[config.mk]
export PLATFORM = sky130hd
export DESIGN_NAME = dcim_mc_seq
export DESIGN_NICKNAME = d
export VERILOG_FILES = /design/src/rtl/dcim_mc_seq.sv
export SDC_FILE = /design/constraint.sdc
export NUM_CORES = 1
export LEC_CHECK = 0
export CAP_MARGIN = 10
export CORE_MARGIN = 2
export CORE_UTILIZATION = 50
export CTS_BUF_LIST = sky130_fd_sc_hd__clkbuf_8 sky130_fd_sc_hd__clkbuf_16
export CTS_CLUSTER_SIZE = 8
export DETAILED_ROUTE_END_ITERATION = 10
export PLACE_DENSITY = 0.8
export SYNTH_ARGS = -nofsm -noshare
export SYNTH_HDL_FRONTEND = slang
export SYNTH_SLANG_ARGS = --single-unit
[constraint.sdc]
create_clock -name clk -period 7.3 [get_ports clk]
set_input_delay 1.095 -clock clk [delete_from_list [all_inputs] [get_ports clk]]
set_output_delay 1.095 -clock clk [all_outputs]
set_load 0.01 [all_outputs]
[src/rtl/dcim_mc_seq.sv]
// dcim_mc_seq: bit-serial sequencer driving NUM_COL column accumulators in lockstep.
// Takes a command over valid/ready, walks the input bits MSB-first, shift-accumulates
// the per-column partial sums, returns the result vector over valid/ready and keeps
// ping-pong weight-bank swaps out of an operation in progress.
// Optional feature macro: DCIM_OP_CNT_EN adds a saturating completed-operation counter (op_count).
module dcim_mc_seq #(
    parameter int NUM_COL     = 4,
    parameter int PSUM_WIDTH  = 12,
    parameter int MAX_IN_BITS = 16,
    parameter int ACC_WIDTH   = PSUM_WIDTH + MAX_IN_BITS
) (
    input  logic                             clk,
    input  logic                             rst_n,
    input  logic                             cmd_valid,
    output logic                             cmd_ready,
    input  logic [1:0]                       cmd_inwidth,
    input  logic                             cmd_signed,
    output logic [$clog2(MAX_IN_BITS)-1:0]   bit_sel,
    input  logic [NUM_COL*PSUM_WIDTH-1:0]    psum_in,
    output logic                             res_valid,
    input  logic                             res_ready,
    output logic [NUM_COL*ACC_WIDTH-1:0]     res_data,
    input  logic                             abort,
    input  logic                             swap_req,
    output logic                             mac_bank,
    output logic                             wr_bank,
    output logic                             swap_pending,
    output logic                             busy
`ifdef DCIM_OP_CNT_EN
    ,
    output logic [15:0]                      op_count
`endif
);

    localparam int CW = $clog2(MAX_IN_BITS);

    typedef enum logic [1:0] {
        S_IDLE,
        S_RUN,
        S_DONE
    } state_t;

    state_t                        state;
    state_t                        state_nxt;
    logic [CW-1:0]                 cnt;
    logic [CW-1:0]                 last_idx;
    logic                          is_signed;
    logic                          first;
    logic                          accept;
    logic                          handshake;
    logic signed [ACC_WIDTH-1:0]   acc [NUM_COL];
    logic signed [ACC_WIDTH-1:0]   psum_ext [NUM_COL];

    assign cmd_ready = (state == S_IDLE);
    assign busy      = (state != S_IDLE);
    assign res_valid = (state == S_DONE);
    assign wr_bank   = ~mac_bank;
    assign bit_sel   = (state == S_RUN) ? cnt : '0;
    assign accept    = cmd_valid && cmd_ready && !abort;
    assign handshake = res_valid && res_ready && !abort;

    // Decode the requested width into the index of the first (MSB) bit; reserved code runs as 16 bits.
    always_comb begin
        last_idx = CW'(15);
        case (cmd_inwidth)
            2'b00:   last_idx = CW'(3);
            2'b01:   last_idx = CW'(7);
            default: last_idx = CW'(15);
        endcase
    end

    // Sign-extend each column's partial sum to accumulator width.
    always_comb begin
        for (int unsigned c = 0; c < NUM_COL; c++) begin
            psum_ext[c] = ACC_WIDTH'($signed(psum_in[c*PSUM_WIDTH +: PSUM_WIDTH]));
        end
    end

    // Pack the column accumulators into the result bus, column 0 in the LSBs.
    always_comb begin
        res_data = '0;
        for (int unsigned c = 0; c < NUM_COL; c++) begin
            res_data[c*ACC_WIDTH +: ACC_WIDTH] = acc[c];
        end
    end

    // State register.
    always_ff @(posedge clk or negedge rst_n) begin
        if (!rst_n) state <= S_IDLE;
        else        state <= state_nxt;
    end

    // Next-state logic; abort overrides every other transition.
    always_comb begin
        state_nxt = state;
        if (abort) begin
            state_nxt = S_IDLE;
        end else begin
            case (state)
                S_IDLE:  if (cmd_valid) state_nxt = S_RUN;
                S_RUN:   if (cnt == '0) state_nxt = S_DONE;
                S_DONE:  if (res_ready) state_nxt = S_IDLE;
                default: state_nxt = S_IDLE;
            endcase
        end
    end

    // Bit counter, signedness and first-bit flag for the current operation.
    always_ff @(posedge clk or negedge rst_n) begin
        if (!rst_n) begin
            cnt       <= '0;
            is_signed <= 1'b0;
            first     <= 1'b0;
        end else if (abort) begin
            cnt   <= '0;
            first <= 1'b0;
        end else if (accept) begin
            cnt       <= last_idx;
            is_signed <= cmd_signed;
            first     <= 1'b1;
        end else if (state == S_RUN) begin
            first <= 1'b0;
            if (cnt != '0) cnt <= cnt - 1'b1;
        end
    end

    // Column accumulators: MSB of a signed input carries negative weight, so it loads the negated psum.
    always_ff @(posedge clk or negedge rst_n) begin
        if (!rst_n) begin
            for (int unsigned c = 0; c < NUM_COL; c++) acc[c] <= '0;
        end else if (abort || accept) begin
            for (int unsigned c = 0; c < NUM_COL; c++) acc[c] <= '0;
        end else if (state == S_RUN) begin
            for (int unsigned c = 0; c < NUM_COL; c++) begin
                if (first && is_signed) acc[c] <= -psum_ext[c];
                else                    acc[c] <= (acc[c] <<< 1) + psum_ext[c];
            end
        end
    end

    // Weight-bank swap: immediate when idle, otherwise deferred to the end of the operation.
    always_ff @(posedge clk or negedge rst_n) begin
        if (!rst_n) begin
            mac_bank     <= 1'b0;
            swap_pending <= 1'b0;
        end else if (abort) begin
            if (swap_pending || swap_req) mac_bank <= ~mac_bank;
            swap_pending <= 1'b0;
        end else begin
            case (state)
                S_IDLE: begin
                    if (swap_req) begin
                        if (accept) swap_pending <= 1'b1;
                        else        mac_bank     <= ~mac_bank;
                    end
                end
                S_RUN: begin
                    if (swap_req) swap_pending <= 1'b1;
                end
                S_DONE: begin
                    if (handshake) begin
                        if (swap_pending || swap_req) mac_bank <= ~mac_bank;
                        swap_pending <= 1'b0;
                    end else if (swap_req) begin
                        swap_pending <= 1'b1;
                    end
                end
                default: ;
            endcase
        end
    end

`ifdef DCIM_OP_CNT_EN
    // Completed-operation counter, saturating; aborted operations are not counted.
    always_ff @(posedge clk or negedge rst_n) begin
        if (!rst_n)                               op_count <= '0;
        else if (handshake && op_count != 16'hFFFF) op_count <= op_count + 16'd1;
    end
`endif

endmodule
# Word-level counts from Yosys, hierarchy flattened
# Index checks and enable logic that the tools add are counted.
classes:
  addsub: 9
  mul: 0
  div_mod_pow: 0
  magnitude_cmp: 0
  eq_ne: 10
  shifts: 0
  n_mux: 32
  bitwise: 2
  reduce_logical: 23
op_table:
  columns: ["operator", "n"]
  rows:
  - ["two-way mux 112 bit", 2]
  - ["adder 28 x 12 -> 28 bit", 4]
  - ["two-way mux 28 bit", 4]
  - ["negator 12 -> 28 bit", 4]
  - ["two-way mux 4 bit", 5]
  - ["two-way mux 1 bit", 13]
  - ["!= test 3 x 1 -> 1 bit (second input constant)", 4]
  - ["nonzero test 3 bit", 3]
  - ["two-way mux 2 bit", 4]
  - ["case mux 4 bit (2 select lines)", 1]
  - ["nonzero test 4 bit", 2]
  - ["!= test 3 bit (second input constant)", 2]
  - ["case mux 2 bit (3 select lines)", 1]
  - ["AND reduction 3 bit", 2]
  - ["logical AND 1 bit", 5]
  - ["equality test 2 x 1 -> 1 bit (second input constant)", 2]
  - ["zero test 2 bit", 2]
  - ["zero test 4 bit", 1]
  - ["AND reduction 2 bit", 2]
  - ["AND reduction 4 bit", 1]
  - ["nonzero test 2 bit", 2]
  - ["subtractor 4 x 1 -> 4 bit (second input constant)", 1]
  - ["!= test 3 x 2 -> 1 bit (second input constant)", 1]
  - ["case mux 1 bit (3 select lines)", 1]
  - ["other kinds (5)", 7]
totals:
  regBits: 122
  latchBits: 0
  mem_bits_rw: 0
  rom_bits: 0
  out_inout_bits: 122
  mem_count: 0

# Longest topological paths before layout
logic_depth:
  ltp_word: 7
  ltp_mapped: 12
  ltp_nobuf: 10

# Worst setup path before layout
# OpenSTA, ideal clock, no wires.
synth_timing:
  path_type: "input to register"
  start: "input port psum_in[37]"
  end: "register acc, in the netlist res_data[105]"
  setup_time_ns: 0.138
  t_arrival_ns: 3.138
  t_required_ns: 7.162
  path_slack_ns: 4.023
  stages: 10
  path_buffers: 0
  cell_sequence: "ha_1 > fa_1 > a21o_1 > a221oi_2 > a221oi_2 > o2111ai_1 > nand2_1 > a311oi_1 > xor2_1 > o21ai_0"
synth_between:
  elab_chain_len: 4
  word_cells_on_any_way: 5
  cone_classes: "add/sub (2); mux (3)"
synth_rtl:
  columns: ["item", "line", "source"]
  rows:
  - ["start: declaration", "19", "input logic [NUM_COL*PSUM_WIDTH-1:0] psum_in,"]
  - ["adder 28 x 12 -> 28 bit / negator 12 -> 28 bit (equally long branches)", "136, 135", null]
  - ["two-way mux 28 bit *", "135", "if (first && is_signed) acc[c] <= -psum_ext[c];"]
  - ["two-way mux 112 bit *", "133", "end else if (state == S_RUN) begin"]
  - ["two-way mux 112 bit *", "131", "end else if (abort || accept) begin"]
  - ["end signal: indexed assignment", "135", null]
  - ["end signal: indexed assignment", "136", "else acc[c] <= (acc[c] <<< 1) + psum_ext[c];"]
  - ["end: declaration", "51", "logic signed [ACC_WIDTH-1:0] acc [NUM_COL];"]
# Mark *: on every way between the ends. The rest lies on a longest branch, timed or not. The select of a mux whose other input is x is not followed.
# A chain may end at the register's enable or synchronous reset.

# Worst setup path after layout
layout_timing:
  start: "input port abort"
  end: "register acc, in the netlist res_data[111]"
layout_between:
  elab_chain_len: 4
  word_cells_on_any_way: 5
  cone_classes: "mux (1); reduce/logical (4)"
layout_rtl:
  columns: ["item", "line", "source"]
  rows:
  - ["start: declaration", "23", "input logic abort,"]
  - ["zero test 1 bit", "59", "assign accept = cmd_valid && cmd_ready && !abort;"]
  - ["logical AND 1 bit", "59", null]
  - ["logical OR 1 bit *", "131", null]
  - ["two-way mux 112 bit / nonzero test 2 bit (equally long branches)", null, null]
# Mark *: on every way between the ends. The rest lies on a longest branch, timed or not.

==> load_flow_metrics.sql <==
INSERT INTO impl_metrics (metric_group, metric, value, unit) VALUES
('clocking', 'post-cts-setup-buffers', '0', ''),
('synthesis', 'synth_area_leaders', 'sky130_fd_sc_hd__dfrtp_1, sky130_fd_sc_hd__ha_1, sky130_fd_sc_hd__a21oi_1, sky130_fd_sc_hd__o21ai_0, sky130_fd_sc_hd__xnor2_1', ''),
('clocking', 'cts_root_buffer', 'sky130_fd_sc_hd__clkbuf_16', ''),
('place', 'port-buffer-count', '178', ''),
('timing', 'grt_setup_unrepaired', 'no', ''),
('die', 'start_util', '50.8', '%'),
('detailed_routing', 'drt_iter0_drc', '987', ''),
('die', 'boundaryPins', '179', ''),
('synthesis', 'sequential_to_total_area_share_from_yosys_stat', '26.5', '%'),
('finish', 'fillerInstances', '1988', ''),
('synthesis', 'synth_top_cell_by_area', 'sky130_fd_sc_hd__dfrtp_1', ''),
('clocking', 'tritoncts.num_buffers', '17', ''),
('detailed_routing', 'num_vias', '11700', ''),
('clocking', 'tritoncts', 'built', ''),
('clocking', 'cts.reportedPaths.clkPinSlew', '0.06', 'ns'),
('place', 'dpl.cell_count', '1875', ''),
('synthesis', 'synth.net_count', '1640', ''),
('critical_path', 'kind_of_cell_adding_the_most_delay_to_the_critical_path', 'simple AND/OR/NAND/NOR gates', ''),
('power_and_ir_drop', 'power.density_cell_area', '219', 'nW/µm²'),
('finish', 'post_route_cells_drive_above_1_share', '3.88', '%'),
('die', 'floorplan.rows', '55', ''),
('die', 'area_of_the_die', '24200', 'µm²'),
('die', 'chipHeight', '156', 'µm'),
('detailed_routing', 'wirelength', '34800', 'µm'),
('synthesis', 'post_synth_instance_area', '11500', 'µm²'),
('place', 'place.gp.congestion', '0.915', ''),
('finish', 'antennaDiodeCount', '0', ''),
('timing', 'tightest_slew', '1.12', 'ns'),
('finish', 'area_growth_from_synthesis_to_final_layout', '22.7', '%'),
('clocking', 'h_tree_depth', '4', ''),
('power_and_ir_drop', 'total_power', '0.00309', 'W'),
('critical_path', 'max_stage_delay', '0.90', 'ns'),
('global_routing', 'grt_usage', '28.8', '%'),
('detailed_routing', 'ant_nets', '0', ''),
('critical_path', 'timing.critical_path.to_type', 'register', ''),
('power_and_ir_drop', 'leakage', '6.43', 'nW'),
('power_and_ir_drop', 'p_clk_share', '29.0', '%'),
('timing', 'finClkSkew', '0.0125', 'ns'),
('clocking', 'cts-root-to-sink-buffers', '2', ''),
('place', 'hpwl', '25000', 'µm'),
('critical_path', 'crit_path_cell_trace', 'clkdlybuf4s50_1 -> nand2b_2 -> buf_4 -> nor2_1 -> nand2_1 -> or4_1 -> a21o_1 -> o311ai_0', ''),
('critical_path', 'critical_path_buf_inv_count', '2', ''),
('global_routing', 'first_global_vias', '11300', ''),
('global_routing', 'antenna_found_initial', '0', ''),
('timing', 'report.final.slew_viol_count', '0', ''),
('synthesis', 'post_synth.cell_area_avg', '7.87', 'µm²'),
('clocking', 'cts_repair_resize_count', '0', ''),
('synthesis', 'dominantRegCellSynth', 'sky130_fd_sc_hd__dfrtp_1', ''),
('clocking', 'clock_sink_count', '122', ''),
('synthesis', 'synth_cell_types', '70', ''),
('global_routing', 'leftover_overflow_at_the_end_of_global_routing', '0', ''),
('status', 'outcome', 'finished clean', ''),
('power_and_ir_drop', 'netSwitchingFraction', '38.6', '%'),
('power_and_ir_drop', 'internal-power', '0.00190', 'W'),
('critical_path', 'worst-setup-path-type', 'input port to register', ''),
('critical_path', 'cp_slowest_cell', 'sky130_fd_sc_hd__nor2_1', ''),
('flow_run', 'max_cap_violations', '0', ''),
('clocking', 'worstSkewPairLatency', '0.43', 'ns'),
('power_and_ir_drop', 'power.combinational.fraction', '43.5', '%'),
('timing', 'maxClockFrequency', '0.237', 'GHz'),
('critical_path', 'worst-endpoint-required', '7.59', 'ns'),
('power_and_ir_drop', 'ir_worst_vdd', '0.166', 'mV'),
('global_routing', 'grt_start_max_net_pins', '75', ''),
('finish', 'net_count_of_the_finished_layout', '1788', ''),
('die', 'dieWidth', '156', 'µm'),
('critical_path', 'worst-path-max-fanout', '37', ''),
('synthesis', 'async_reset_ff_share', '100', '%'),
('timing', 'fin_crit_sh', '57.7', '%'),
('synthesis', 'yosys_warnings', '0', ''),
('timing', 'hold_viol', '0', ''),
('detailed_routing', 'average_routed_wire_per_standard_cell', '18.2', 'µm');
-- path summary, 6_finish.rpt --
check / start / to / slack [ns]
max in group asynchronous: rst_n / res_data[10]$_DFFE_PN0P_ / 5.12
min: mac_bank$_DFFE_PN0P_ / mac_bank$_DFFE_PN0P_ / 0.50
min reg2reg: mac_bank$_DFFE_PN0P_ / mac_bank$_DFFE_PN0P_ / 0.50
max reg2reg: state[1]$_DFFE_PN0P_ / res_data[111]$_DFFE_PN0P_ / 3.41
max: abort / res_data[111]$_DFFE_PN0P_ / 3.09
min in group asynchronous: rst_n / res_data[19]$_DFFE_PN0P_ / 0.74
-- power groups by stage --
stage	Combinational, W	Sequential, W	Clock, W
floorplan	0.000842	0.000868	0
global placement	0.00129	0.000859	0
detailed placement	0.00132	0.000860	0
CTS	0.00133	0.000849	0.000905
global route	0.00148	0.000861	0.000937
finish	0.00134	0.000850	0.000896
-- cell type report --
type	instances	area (µm²)	share of cell area [%]
Sequential cell	122	3050	21.6
Tap cell	285	357	2.53
Clock buffer	20	467	3.31
Timing Repair Buffer	185	1830	13.0
Multi-Input combinational cell	1233	8060	57.2
Clock inverter	12	148	1.05
Inverter	50	188	1.33
-- registers in the layout, indices dropped and copies added (netlist names) --
signal	flops
cnt	4
state	2
res_data	112
is_signed	1
swap_pending	1
mac_bank	1
first	1
-- worst register-to-register path, stage by stage, from the launching register on --
cell and delay (ns):
sky130_fd_sc_hd__dfrtp_1 0.38, sky130_fd_sc_hd__inv_1 0.12, sky130_fd_sc_hd__ha_2 0.39, sky130_fd_sc_hd__inv_1 0.51, sky130_fd_sc_hd__nor2_1 1.04, sky130_fd_sc_hd__nand2_1 0.47, sky130_fd_sc_hd__or4_1 0.58, sky130_fd_sc_hd__a21o_1 0.17
sky130_fd_sc_hd__o311ai_0 0.09
-- through the flow --
step                setup WS, ns  hold slack, ns  utilization [%]  cell area (µm²)
CTS                         3.20           0.499             62.3            14100
global placement            2.83           0.491             59.6            13500
finish                      3.09           0.495             62.3            14100
floorplan                   4.02           0.495                -            11500
global route                3.02           0.529             62.3            14100
detailed placement          2.77           0.490             59.6            13500
-- placed cells by master (no fill, tap or decap), types with 7 or more instances in the layout --
master	n
sky130_fd_sc_hd__clkbuf_16	17
sky130_fd_sc_hd__nand3_1	25
sky130_fd_sc_hd__dfrtp_1	122
sky130_fd_sc_hd__o211ai_1	15
sky130_fd_sc_hd__nand4_1	15
sky130_fd_sc_hd__a211oi_1	24
sky130_fd_sc_hd__a21oi_1	155
sky130_fd_sc_hd__o21bai_1	16
sky130_fd_sc_hd__nand2_1	157
sky130_fd_sc_hd__a311oi_1	16
sky130_fd_sc_hd__ha_1	117
sky130_fd_sc_hd__nor3_1	17
sky130_fd_sc_hd__o21ai_1	16
sky130_fd_sc_hd__a31oi_1	24
sky130_fd_sc_hd__nor4_1	7
sky130_fd_sc_hd__nor2_1	152
sky130_fd_sc_hd__buf_4	8
sky130_fd_sc_hd__o21ai_0	139
sky130_fd_sc_hd__and2_1	8
sky130_fd_sc_hd__and3_1	20
sky130_fd_sc_hd__xor2_1	41
sky130_fd_sc_hd__or3_1	10
sky130_fd_sc_hd__mux2i_1	10
sky130_fd_sc_hd__o21a_1	14
sky130_fd_sc_hd__inv_1	51
sky130_fd_sc_hd__a21o_1	45
sky130_fd_sc_hd__clkdlybuf4s50_1	177
sky130_fd_sc_hd__nand2b_1	9
sky130_fd_sc_hd__xnor2_1	78
-- logic make-up after synthesis --
logic type / Yosys count / synth area share (%)
compound gates: 525 / 28.3
xor+xnor: 119 / 9.06
fa+ha+maj: 122 / 13.5
buf+inv: 106 / 3.48
flops: 122 / 26.5
mux: 12 / 1.07
simple gates: 455 / 18.0
-- per-layer routing --
| metal | vias up | wire length [µm] | part of all wire (%) | track usage [%] |
|---|---|---|---|---|
| met1 | 5544 | 15500 | 45 | 39.3 |
| met3 | 70 | 2650 | 7.6 | 5.47 |
| met2 | 471 | 15700 | 45 | 45.2 |
| met4 | 0 | 971 | 2.8 | 11.1 |
| met5 | - | 0 | 0 | 0 |
| li1 | 5642 | - | - | - |
-- Yosys cell counts, types with 5 or more instances --
cell                       number
sky130_fd_sc_hd__nor2_1       153
sky130_fd_sc_hd__nor3_1        17
sky130_fd_sc_hd__dfrtp_1      122
sky130_fd_sc_hd__a211oi_1      24
sky130_fd_sc_hd__nand4_1       15
sky130_fd_sc_hd__ha_1         118
sky130_fd_sc_hd__nand3_1       25
sky130_fd_sc_hd__a21boi_0       5
sky130_fd_sc_hd__o211ai_1      15
sky130_fd_sc_hd__a21o_1        45
sky130_fd_sc_hd__o21ai_0      139
sky130_fd_sc_hd__o21a_1        14
sky130_fd_sc_hd__mux2i_1       10
sky130_fd_sc_hd__o22ai_1        5
sky130_fd_sc_hd__or3_1         10
sky130_fd_sc_hd__a21oi_1      155
sky130_fd_sc_hd__buf_1          8
sky130_fd_sc_hd__and3_1        20
sky130_fd_sc_hd__nor4_1         7
sky130_fd_sc_hd__a311oi_1      16
sky130_fd_sc_hd__o31ai_1        6
sky130_fd_sc_hd__and2_1         9
sky130_fd_sc_hd__xnor2_1       78
sky130_fd_sc_hd__clkbuf_1      46
sky130_fd_sc_hd__xor2_1        41
sky130_fd_sc_hd__a31oi_1       24
sky130_fd_sc_hd__nor2b_1        6
sky130_fd_sc_hd__and4_1         5
sky130_fd_sc_hd__inv_1         50
sky130_fd_sc_hd__o21ai_1       16
sky130_fd_sc_hd__a211o_1        5
sky130_fd_sc_hd__o21bai_1      16
sky130_fd_sc_hd__nand2_1      158
sky130_fd_sc_hd__nand2b_1      10
Power figures use the tool's default switching activity.
